$ cat src/rtl/codec_init_sequencer.sv
// Avalon-MM master that walks the WM8731 init table after power-up: read-modify-write of the
// I2C data register per packet, then poll status with bounded retries on nack or timeout.
module codec_init_sequencer #(
  parameter logic [2:0]  ADDR_I2C_DATA   = 3'h0,
  parameter logic [2:0]  ADDR_I2C_STATUS = 3'h1,
  parameter int unsigned NUM_WORDS       = 11,
  parameter int unsigned POLL_TIMEOUT    = 1024,
  parameter int unsigned MAX_RETRY       = 2
) (
  input  logic        Clk,
  input  logic        Reset,
  input  logic        start,
  output logic        busy,
  output logic        done,
  output logic        error,
  output logic [3:0]  err_index,
  output logic        master_read,
  output logic        master_write,
  output logic        master_chipselect,
  output logic [2:0]  master_address,
  output logic [31:0] master_writedata,
  input  logic [31:0] master_readdata,
  input  logic        master_waitrequest
);

  typedef enum logic [2:0] {
    StIdle, StRdData, StWrData, StPoll, StCheck, StNext, StDone, StErr
  } state_e;

  localparam logic [10:0] PollMax  = 11'(POLL_TIMEOUT);
  localparam logic [3:0]  RetryMax = 4'(MAX_RETRY);
  localparam logic [3:0]  LastIdx  = 4'(NUM_WORDS - 1);

  state_e      state_q, state_d;
  logic [3:0]  index_q, index_d;
  logic [3:0]  retry_q, retry_d;
  logic [10:0] poll_q, poll_d;
  logic [1:0]  stat_q, stat_d;
  logic [31:0] wd_q, wd_d;
  logic [3:0]  err_index_q, err_index_d;
  logic        done_q, done_d, error_q, error_d, busy_q, busy_d;
  logic        read_q, read_d, write_q, write_d;
  logic [2:0]  addr_q, addr_d;
  logic        accept, fail;

  function automatic logic [23:0] table_word(input logic [3:0] idx);
    case (idx)
      4'd0:    table_word = 24'h341E00;
      4'd1:    table_word = 24'h340017;
      4'd2:    table_word = 24'h340217;
      4'd3:    table_word = 24'h340479;
      4'd4:    table_word = 24'h340679;
      4'd5:    table_word = 24'h340812;
      4'd6:    table_word = 24'h340A00;
      4'd7:    table_word = 24'h340C00;
      4'd8:    table_word = 24'h340E02;
      4'd9:    table_word = 24'h341000;
      4'd10:   table_word = 24'h341201;
      default: table_word = 24'h000000;
    endcase
  endfunction

  assign accept = (read_q | write_q) & ~master_waitrequest;

  always_comb begin
    state_d     = state_q;
    index_d     = index_q;
    retry_d     = retry_q;
    poll_d      = poll_q;
    stat_d      = stat_q;
    wd_d        = wd_q;
    err_index_d = err_index_q;
    done_d      = done_q;
    error_d     = error_q;
    fail        = 1'b0;

    case (state_q)
      StIdle, StDone, StErr: begin
        if (start) begin
          state_d = StRdData;
          done_d  = 1'b0;
          error_d = 1'b0;
          index_d = 4'd0;
          retry_d = 4'd0;
        end
      end
      StRdData: begin
        if (accept) begin
          wd_d    = {master_readdata[31:24], table_word(index_q)};
          state_d = StWrData;
        end
      end
      StWrData: begin
        if (accept) begin
          poll_d  = 11'd0;
          state_d = StPoll;
        end
      end
      StPoll: begin
        if (accept) begin
          stat_d  = master_readdata[1:0];
          if (poll_q != PollMax) poll_d = poll_q + 11'd1;
          state_d = StCheck;
        end
      end
      StCheck: begin
        // Busy takes priority over nack: a still-running transaction is never judged.
        if (stat_q[0]) begin
          if (poll_q < PollMax) state_d = StPoll;
          else                  fail    = 1'b1;
        end else if (stat_q[1]) begin
          fail = 1'b1;
        end else begin
          state_d = StNext;
        end
      end
      StNext: begin
        if (index_q == LastIdx) begin
          state_d = StDone;
        end else begin
          index_d = index_q + 4'd1;
          retry_d = 4'd0;
          state_d = StRdData;
        end
      end
      default: state_d = StIdle;
    endcase

    if (fail) begin
      if (retry_q < RetryMax) begin
        retry_d = retry_q + 4'd1;
        state_d = StRdData;
      end else begin
        err_index_d = index_q;
        state_d     = StErr;
      end
    end

    if (state_d == StDone) done_d  = 1'b1;
    if (state_d == StErr)  error_d = 1'b1;

    // Commands are registered from the next state so they rise on the entry edge and hold
    // through any stall until the accepting edge moves the FSM on.
    read_d  = (state_d == StRdData) || (state_d == StPoll);
    write_d = (state_d == StWrData);
    addr_d  = (state_d == StPoll) ? ADDR_I2C_STATUS : ADDR_I2C_DATA;
    busy_d  = !((state_d == StIdle) || (state_d == StDone) || (state_d == StErr));
  end

  always_ff @(posedge Clk or posedge Reset) begin
    if (Reset) begin
      state_q     <= StIdle;
      index_q     <= 4'd0;
      retry_q     <= 4'd0;
      poll_q      <= 11'd0;
      stat_q      <= 2'd0;
      wd_q        <= 32'd0;
      err_index_q <= 4'd0;
      done_q      <= 1'b0;
      error_q     <= 1'b0;
      busy_q      <= 1'b0;
      read_q      <= 1'b0;
      write_q     <= 1'b0;
      addr_q      <= 3'd0;
    end else begin
      state_q     <= state_d;
      index_q     <= index_d;
      retry_q     <= retry_d;
      poll_q      <= poll_d;
      stat_q      <= stat_d;
      wd_q        <= wd_d;
      err_index_q <= err_index_d;
      done_q      <= done_d;
      error_q     <= error_d;
      busy_q      <= busy_d;
      read_q      <= read_d;
      write_q     <= write_d;
      addr_q      <= addr_d;
    end
  end

  assign busy              = busy_q;
  assign done              = done_q;
  assign error             = error_q;
  assign err_index         = err_index_q;
  assign master_read       = read_q;
  assign master_write      = write_q;
  assign master_chipselect = read_q | write_q;
  assign master_address    = addr_q;
  assign master_writedata  = wd_q;

endmodule

$ cat config.mk
export PLATFORM = sky130hd
export DESIGN_NAME = codec_init_sequencer
export DESIGN_NICKNAME = d
export VERILOG_FILES = /design/src/rtl/codec_init_sequencer.sv
export SDC_FILE = /design/constraint.sdc
export NUM_CORES = 1
export LEC_CHECK = 0
export BUFFER_PORTS_ARGS = -buffer_cell sky130_fd_sc_hd__buf_2
export CORE_ASPECT_RATIO = 0.8
export CORE_MARGIN = 10
export CORE_UTILIZATION = 46
export CTS_BUF_LIST = sky130_fd_sc_hd__clkbuf_16
export DETAILED_ROUTE_END_ITERATION = 16
export PLACE_DENSITY = 0.85
export SLEW_MARGIN = 25
export SYNTH_ARGS = -nofsm -noshare
export SYNTH_HDL_FRONTEND = slang
export SYNTH_SLANG_ARGS = --single-unit
export TNS_END_PERCENT = 30
$ cat constraint.sdc
create_clock -name Clk -period 1.8 [get_ports Clk]
set_input_delay 0.36 -clock Clk [delete_from_list [all_inputs] [get_ports Clk]]
set_output_delay 0.36 -clock Clk [all_outputs]
set_load 0.02 [all_outputs]
* After elaboration in Yosys (flattened, before gate mapping)
Memories as Yosys holds them, arrays and structs flattened. A register that Yosys moved wholly into a read port is not among the register bits.
Cells that the tools add are included.
Widths: inputs -> output; s select.
** Word-level totals
- Memories :: 1
- Input port bits :: 36
- Memory bits (read-only) :: 224
- Register bits :: 66
** Operators by class
- Order comparisons :: 2
- Eq/ne operators :: 19
- Add/subtract/negate cells :: 3
- Multiplexer cells :: 32
- Reductions and logical operators :: 20
- Bitwise logic cells :: 4
** Memory list
- (name not given) :: words 16, bits a word 14, read ports 1, clocked after memory_dff 1, wr ports 0, RTL line 47 : case (idx)
** Operator list (number)
- $mux 11 :: 3
- $mux 3 :: 10
- $mux 4 :: 6
- $pmux 11 s2 :: 1
- $eq 3x3->1 const B :: 6
- $pmux 3 s6 :: 1
- $pmux 4 s2 :: 2
- $eq 3x2->1 const B :: 4
- $reduce_bool 2->1 :: 6
- $add 11x1->11 const B :: 1
- $lt 11x11->1 const B :: 1
- $ne 11x11->1 const B :: 1
- $ne 2x2->1 const B :: 5
- $reduce_and 2->1 :: 5
- $mux 1 :: 9
- $add 4x1->4 const B :: 2
- $eq 3x1->1 const B :: 2
- $logic_not 3->1 :: 2
- $eq 4x4->1 const B :: 1
- $lt 4x2->1 const B :: 1
- $reduce_and 4->1 :: 1
- $logic_or 1x1->1 :: 3
- $reduce_and 3->1 :: 1
- $reduce_or 3->1 :: 1
- other kinds (4) :: 5

* Depth between registers and ports, before layout
Gate-level depths: netlist of the first run.
- Depth in word-level cells :: 9
- Depth in mapped cells :: 7
- Mapped depth without buffers :: 7

* Least setup slack after synthesis of the first run
Ideal clock, no wire load.
- Path type :: register -> register
- From :: register write_q (netlist: master_write)
- To :: register poll_q[7]
- Arrival time :: 1775 ps
- Clock period less this slack :: 1853 ps
- Path slack :: -53 ps
- Stages on the path, launching flop included :: 6
- Setup time :: 78 ps
- Path buffers :: 0
- Cells stage by stage :: dfrtp_1 -> o21bai_1 -> or3_4 -> o21a_4 -> or4_1 -> a21oi_1
** On the way
- Longest elaborated chain between the ends :: 4
- Elaborated cells between the ends (all ways) :: 5
** Ends and longest elaborated chain
- start: declaration :: RTL line 42 : logic read_q, read_d, write_q, write_d;
- start signal: assignment :: RTL line 177 : write_q <= write_d;
- $or 1x1->1 * :: RTL line 63 : assign accept = (read_q | write_q) & ~master_waitrequest;
- $and 1x1->1 * :: RTL line 63
- $ne 2x2->1 (no line)
- $reduce_and 4->1 (no line) *
- end signal: assignment :: RTL line 169 : poll_q <= poll_d;
- end: declaration :: RTL line 37 : logic [10:0] poll_q, poll_d;
Mark *: on every way between the ends. The rest lies on a longest branch, timed or not.
A chain may end at the register's enable or synchronous reset.

* Worst setup path after layout of the first run
- From :: register state_q[0]
- To :: register busy_q (netlist: busy)
** On the way
- Longest elaborated chain between the ends :: 8
- Elaborated cells between the ends (all ways) :: 25
** Ends and longest elaborated chain
- start: declaration :: RTL line 34 : state_e state_q, state_d;
- start signal: assignment :: RTL line 152 : state_q <= StIdle;
- start signal: assignment :: RTL line 166 : state_q <= state_d;
- $eq 3x3->1 or $logic_not 3->1 (tied branches) :: RTL line 77 : case (state_q)
- $reduce_or 3->1 :: RTL line 77
- $pmux 3 s6 :: RTL line 77
- $mux 3 * :: RTL line 129 : if (fail) begin
- net state_d[1] :: RTL line 34
- $eq 3x3->1 or $logic_not 3->1 (tied branches) :: RTL line 147 : busy_d = !((state_d == StIdle) || (state_d == StDone) || (state_d == StErr));
- $logic_or 1x1->1 :: RTL line 147
- $logic_or 1x1->1 * :: RTL line 147
- $logic_not 1->1 * :: RTL line 147
- net busy_d :: RTL line 41 : logic done_q, done_d, error_q, error_d, busy_q, busy_d;
- end signal: assignment :: RTL line 175 : busy_q <= busy_d;
- end: declaration :: RTL line 41
Mark *: on every way through the listed nets, which the timed path passes. The rest lies on a longest branch.

==> results_dict.tcl, run 1 <==
set metrics [dict create \
    yosysSeqAreaShare_pct 49.5 \
    ys_ff_latch 52 \
    yosysWarningCount 0 \
    worstSetupPathType "flop to flop" \
    clock_latency_ns 0.29 \
    avgSynthCellArea_um2 10.6 \
    hold_viol 0 \
    crit_chain "buf_4 > buf_4 > nand3b_1 > a2bb2oi_2 > o2111ai_2 > and2_4 > o31a_1" \
    setup_slack_ns -0.0911 \
    nets 373 \
    htreeDepth 2 \
    wl_per_cell_um 16.7 \
    crit_path_top_delay_cell "dfrtp_2" \
    maxSlewViolCount 0 \
    ir_worst_vdd_mv 0.812 \
    rows 24 \
    rrSetupSlack_ns -0.09 \
    grt_pass1_vias 2032 \
    crit_buf_inv 2 \
    drt_first_pass_iters 4 \
    powerDensity_nw_per_um2 1470 \
    crit_path_max_fanout 5 \
    coreArea_um2 5500 \
    gp_congestion 0.883 \
    fin_crit_ns 1.89 \
    crit_arrival_ns 2.07 \
    violations "negative setup slack" \
    clock.fmax_mhz 529 \
    ys_types 50 \
    synth_edf_count 0 \
    final_antenna_net_count 0 \
    grt_max_degree 53 \
    cp-start-kind "flop" \
    fin_util_pct 61.7 \
    gr-total-overflow 0 \
    cp_top_family "compound AO/OA/AOI/OAI gates" \
    antenna_found_initial 0 \
    die-area_um2 9150 \
    syn-cell-area_um2 2630 \
    clockRootBuffer "clkbuf_16" \
    synth_top_area_cell "dfrtp_1" \
    cts_made_buffers 5 \
    postPlaceCellArea_um2 3070 \
    cp.required_ns 1.98 \
    grtUsageTotal_pct 12.6 \
    nFillCells 417 \
    vias 2171 \
    viasPerCell 5.32 \
    cts_buffer_depth 2 \
    hold_path_class "primary input to asynchronous set/reset pin" \
    outcome "complete, but fails checks" \
    diodes 0 \
    drv_cap 0 \
    cts_tree "yes" \
    regArea_um2 1310 \
    fin_crit_sh_pct 105 \
    io_buffers 46 \
    drive_gt1_share_pct 42.1 \
    grt_pass1_wl_um 9610 \
    design.portCount 81 \
    critPathMostFrequentCell "buf_4" \
    initial_core_util_pct 47.8 \
    clock_skew_ns 0.0107 \
    end_kind "flop" \
    leakagePower_nw 1.63 \
    syn_inst 248 \
    clkSinkCount 52 \
    postCtsHoldBufs 0 \
    dp_hpwl_um 4440 \
    cts.clk_slew.worst_paths_ns 0.07 \
    drtIter0Drc 135 \
    fin_tns_setup_ns -0.325 \
    fp.dieW_um 104 \
    rsz0062_at_grt "true" \
    drt_wl_total_um 6820 \
    synth.top_cells.by_area "dfrtp_1 50%, mux2_2 7.3%, buf_4 4.9%" \
    setup_viol 9 \
    post-route-cell-area_um2 3390 \
    die_h_um 87.6 \
    syn_to_final_growth_pct 29.1 \
    synth_ff_type "dfrtp_1" \
    synth_top_area_share_pct 49.5 \
    drc_errors 0 \
    slowest_delay_ns 0.45 \
    async_flop_share_pct 100 \
    multi_input_area_um2 1260 \
]
[cell usage after synthesis, types with 2 or more instances]
| master | instances |
|---|---|
| clkbuf_1 | 4 |
| inv_1 | 10 |
| nor4_1 | 3 |
| mux2_2 | 17 |
| o21a_1 | 2 |
| a22o_1 | 4 |
| nand3b_1 | 2 |
| nor2_1 | 8 |
| dfrtp_1 | 52 |
| a31oi_1 | 2 |
| xor2_1 | 4 |
| a21oi_1 | 6 |
| nand3_1 | 7 |
| and4_1 | 3 |
| nor2b_1 | 3 |
| buf_4 | 17 |
| mux2i_1 | 3 |
| or3_1 | 3 |
| ha_1 | 8 |
| nand2_1 | 24 |
| nor3b_1 | 2 |
| nand4_1 | 3 |
| o21ai_0 | 19 |
| or4_1 | 3 |
| and2_1 | 5 |
| o31ai_1 | 6 |
| nor3_1 | 4 |
| and3_1 | 2 |
[path summary, 6_finish.rpt]
check / endpoint / depth (start not counted) / start
worst max-delay path: busy / 7 / state_q[0]
worst min-delay path: master_writedata[11] / 3 / Reset
worst max register to register: busy / 7 / state_q[0]
worst min register to register: master_writedata[4] / 1 / master_writedata[4]
max in group asynchronous: state_q[2] / 3 / Reset
min in group Clk: stat_q[1] / 3 / master_readdata[1]
[final cells by class]
type                            instances  area share (%)
Multi-Input combinational cell        175            37.3
Sequential cell                        52            38.6
Inverter                               10            1.11
Tap cell                               78            2.88
Clock buffer                            5            3.69
Clock inverter                          3           0.591
Timing Repair Buffer                   85            15.8
[flip-flops by register name (all words and copies together) (netlist names)]
name	count
busy	1
done	1
err_index	4
error	1
index_q	4
master_address	1
master_read	1
master_write	1
master_writedata	18
poll_q	11
retry_q	4
stat_q	2
state_q	3
[worst register-to-register path, cell delays in order (launching register included)]
cell and delay [ns]:
dfrtp_2 0.45, buf_4 0.15, buf_4 0.13, nand3b_1 0.16, a2bb2oi_2 0.25, o2111ai_2 0.18
and2_4 0.20, o31a_1 0.27
[metrics by stage]
stage	hold WS, ns	std cells	power, W	setup WS (ns)
floorplan	0.455	259	0.00301	0.0164
global placement	0.428	389	0.00366	-0.0713
detailed placement	0.430	389	0.00376	-0.105
CTS	0.117	397	0.00477	-0.0159
global route	0.134	408	0.00528	-0.118
finish	0.108	408	0.00497	-0.0911
[metal layers]
layer	routed length [um]	vias to the layer above	GRT usage (%)
met1	2810	1062	14.9
met3	470	13	3.74
li1	-	1022	-
met5	0	-	0
met4	98	0	4.67
met2	3440	74	21.4
[cells in the final DEF (no fill, tap or decap), types with 3 or more instances in the layout]
cell type  synthesis  layout
and4_1             3       3
nor3_1             4       3
o31ai_1            6       6
and2_1             5       5
mux2i_1            3       3
dfrtp_1           52      47
a21oi_1            6       5
xor2_1             4       4
nor2_1             8       6
nand3_1            7       6
nor2b_1            3       3
nor2_2             1       3
buf_4             17      36
mux2_2            17      17
or3_1              3       3
clkbuf_16          0       5
inv_1             10       9
buf_2              1      46
conb_1             1      12
a22o_1             4       4
ha_1               8       7
nand2_1           24      23
dfrtp_2            0       5
o21ai_0           19      19
nand4_1            3       3
[power breakdown]
part	total (W)	switching [W]	internal, W	leakage, nW
registers	0.00174	0.000231	0.00151	0.674
logic	0.00230	0.00129	0.00101	0.887
clock network	0.000937	0.000424	0.000513	0.0712
total	0.00497	0.00194	0.00303	1.63
[kinds of logic (layout without fill, tap and decap cells)]
logic type	count (synthesis)	count (layout)	synth area share, %
compound gates	49	49	12.4
xor+xnor	5	5	1.67
fa+ha+maj	8	8	3.81
buf+inv	32	103	7.05
flops	52	52	49.5
mux	20	20	8.43
other cells	1	12	0.143
simple gates	81	81	17.0
[repair_timing]
item                                    in CTS  in global routing
buffers inserted                             0                 11
pin swaps                                    3                 11
resized for setup                            9                 17
endpoints found under the setup margin      13                 14
(Power assumes the default switching activity.)
==> run 2, diff against run 1 <==
Settings changed: ABC_AREA from default to 1, CORE_UTILIZATION 46 to 47, SETUP_SLACK_MARGIN from default to 0.05.
==> run 2 against run 1 <==
The run now ends clean. Final cell count rose by 19%. Final area decreased by 3.5%. Flip-flop and latch count stayed put. Hold slack got worse by 0.0038 ns. Largest cell class unchanged. Register-to-register slack improved by 0.28 ns. Synthesized cell count is 42% higher.
==> results_dict.tcl, run 2 <==
set metrics [dict create \
    outcome "completed" \
    cts_resized 0 \
    syn_to_final_growth_pct 17.1 \
    cp-start-kind "flop" \
    crit_arrival_ns 1.77 \
    async_flop_share_pct 100 \
    hold_viol 0 \
    crit_end "poll_q[4]" \
    post_cts_buffers 0 \
    synth_top_area_cell "dfrtp_1" \
    clock_skew_ns 0.00562 \
    ys_types 33 \
    reg2reg_from "poll_q[1]" \
    clockRootBuffer "clkbuf_16" \
    drtIter0Drc 184 \
    whs_ns 0.104 \
    powerDensity_nw_per_um2 1550 \
    synth.top_cells.by_area "dfrtp_1 47%, nand2_1 12%, nand3_1 5.6%" \
    rr_endpoint "poll_q[4]" \
    fin_util_pct 55.9 \
    dp_cells 477 \
    synth_top_area_share_pct 46.6 \
    syn-cell-area_um2 2790 \
    ir_worst_vdd_mv 0.929 \
    io_buffers 46 \
    clock.fmax_mhz 622 \
    drv_cap 0 \
    rsz0062_at_grt "true" \
    coreArea_um2 5850 \
    clock_latency_ns 0.29 \
    ys_ff_latch 52 \
    cp-startpoint "poll_q[1]" \
    rows 25 \
    cp.required_ns 1.96 \
    fin_crit_sh_pct 89.4 \
    initial_core_util_pct 47.8 \
    cts_made_buffers 5 \
    postCtsHoldBufs 0 \
    viasPerCell 5.09 \
    cts.clk_slew.worst_paths_ns 0.07 \
    hold_path_class "primary input to asynchronous set/reset pin" \
    setup_viol 0 \
    die-area_um2 9450 \
    maxSlewViolCount 0 \
    avgSynthCellArea_um2 7.96 \
    worst-r2r-cell-count 7 \
    post-route-cell-area_um2 3270 \
    synth_most_common_cell "nand2_1" \
    drt_first_pass_iters 5 \
    vias 2470 \
    grt_pass1_wl_um 11000 \
    clkSinkCount 52 \
    yosysWarningCount 0 \
    grtUsageTotal_pct 14.1 \
    fin_crit_ns 1.61 \
    antenna_found_initial 0 \
    diodes 0 \
    nets 447 \
    grt_max_degree 53 \
    synth_edf_count 0 \
    wl_per_cell_um 13.6 \
    dp_hpwl_um 4890 \
    fin_tns_setup_ns 0 \
    rrSetupSlack_ns 0.19 \
    gp_congestion 0.941 \
    crit_path_max_fanout 11 \
    end_kind "flop" \
    synth_ff_type "dfrtp_1" \
    yosysSeqAreaShare_pct 46.6 \
    cts_buffer_depth 2 \
    design.portCount 81 \
    gr-total-overflow 0 \
    fp.dieW_um 106 \
    htreeDepth 2 \
    drt_wl_total_um 6570 \
    synth_common_cells "90 x nand2_1, 52 x dfrtp_1, 41 x nor2_1" \
    final_antenna_net_count 0 \
    die_h_um 89.0 \
    syn_inst 351 \
    final_cells 485 \
    drc_errors 0 \
    cts_tree "yes" \
    leakagePower_nw 1.73 \
    mostFrequentLayoutCell "nand2_1" \
    drive_gt1_share_pct 21.5 \
    final_cell_mix "88 x nand2_1, 50 x dfrtp_1, 46 x buf_2, 38 x inv_1, 37 x nor2_1" \
    largest_reg_flops 18 \
    postPlaceCellArea_um2 3100 \
    worstSetupPathType "flop to flop" \
    grt_pass1_vias 2333 \
]
run 2: cell type report:
cell class              count  area, um^2
flip-flops and latches     52        1300
inverters                  43         166
clock inverters             3        15.0
fillers                   534        2580
multi-input cells         244        1230
well taps                  81         101
clock buffers               5         125
repair buffers             57         325
run 2: stage by stage:
step                worst slack (ns)  power (W)
detailed placement            0.0799    0.00412
global placement               0.185    0.00403
CTS                           0.0691    0.00504
global route                  0.0492    0.00547
floorplan                      0.182    0.00346
finish                         0.191    0.00508
run 2: kinds of logic after synthesis:
family                   count (synthesis)  synth area share, %
flip-flops                              52                 46.6
AO/OA/AOI/OAI                           34                 7.79
adder cells (fa/ha/maj)                  8                 3.58
AND/OR/NAND/NOR                        188                 29.6
buffers and inverters                   66                 11.7
XOR/XNOR                                 2                0.627
other                                    1                0.134
run 2: routing by layer:
layer	GRT usage (%)	share of wire (%)	up-vias
met5	0	0	-
met4	4.42	1.6	0
met3	3.82	7.2	13
met2	22.9	48	75
met1	18.1	43	1175
li1	-	-	1207
run 2: power breakdown:
| group | total (W) | internal (W) | switching, W |
|---|---|---|---|
| Clock | 0.000922 | 0.000506 | 0.000416 |
| Combinational | 0.00233 | 0.000747 | 0.00158 |
| Sequential | 0.00182 | 0.00155 | 0.000273 |
run 2: worst max-delay path: stages, from the launching register on:
cell and delay [ns]:
dfrtp_1 0.41, inv_1 0.10, ha_1 0.16, nand4_1 0.15
o21bai_4 0.27, nand2_2 0.20, nand2_1 0.10, o21ai_0 0.09
run 2: worst min-delay path by stage:
stage	from	end	slack, ns	cells after the start
after floorplan	retry_q[3]	retry_q[3]	0.46	2
after global placement	Reset	master_writedata[2]	0.42	3
after detailed placement	Reset	err_index[3]	0.43	3
after CTS	Reset	err_index[3]	0.12	3
after global routing	Reset	master_writedata[11]	0.14	3
final	Reset	master_writedata[25]	0.10	3
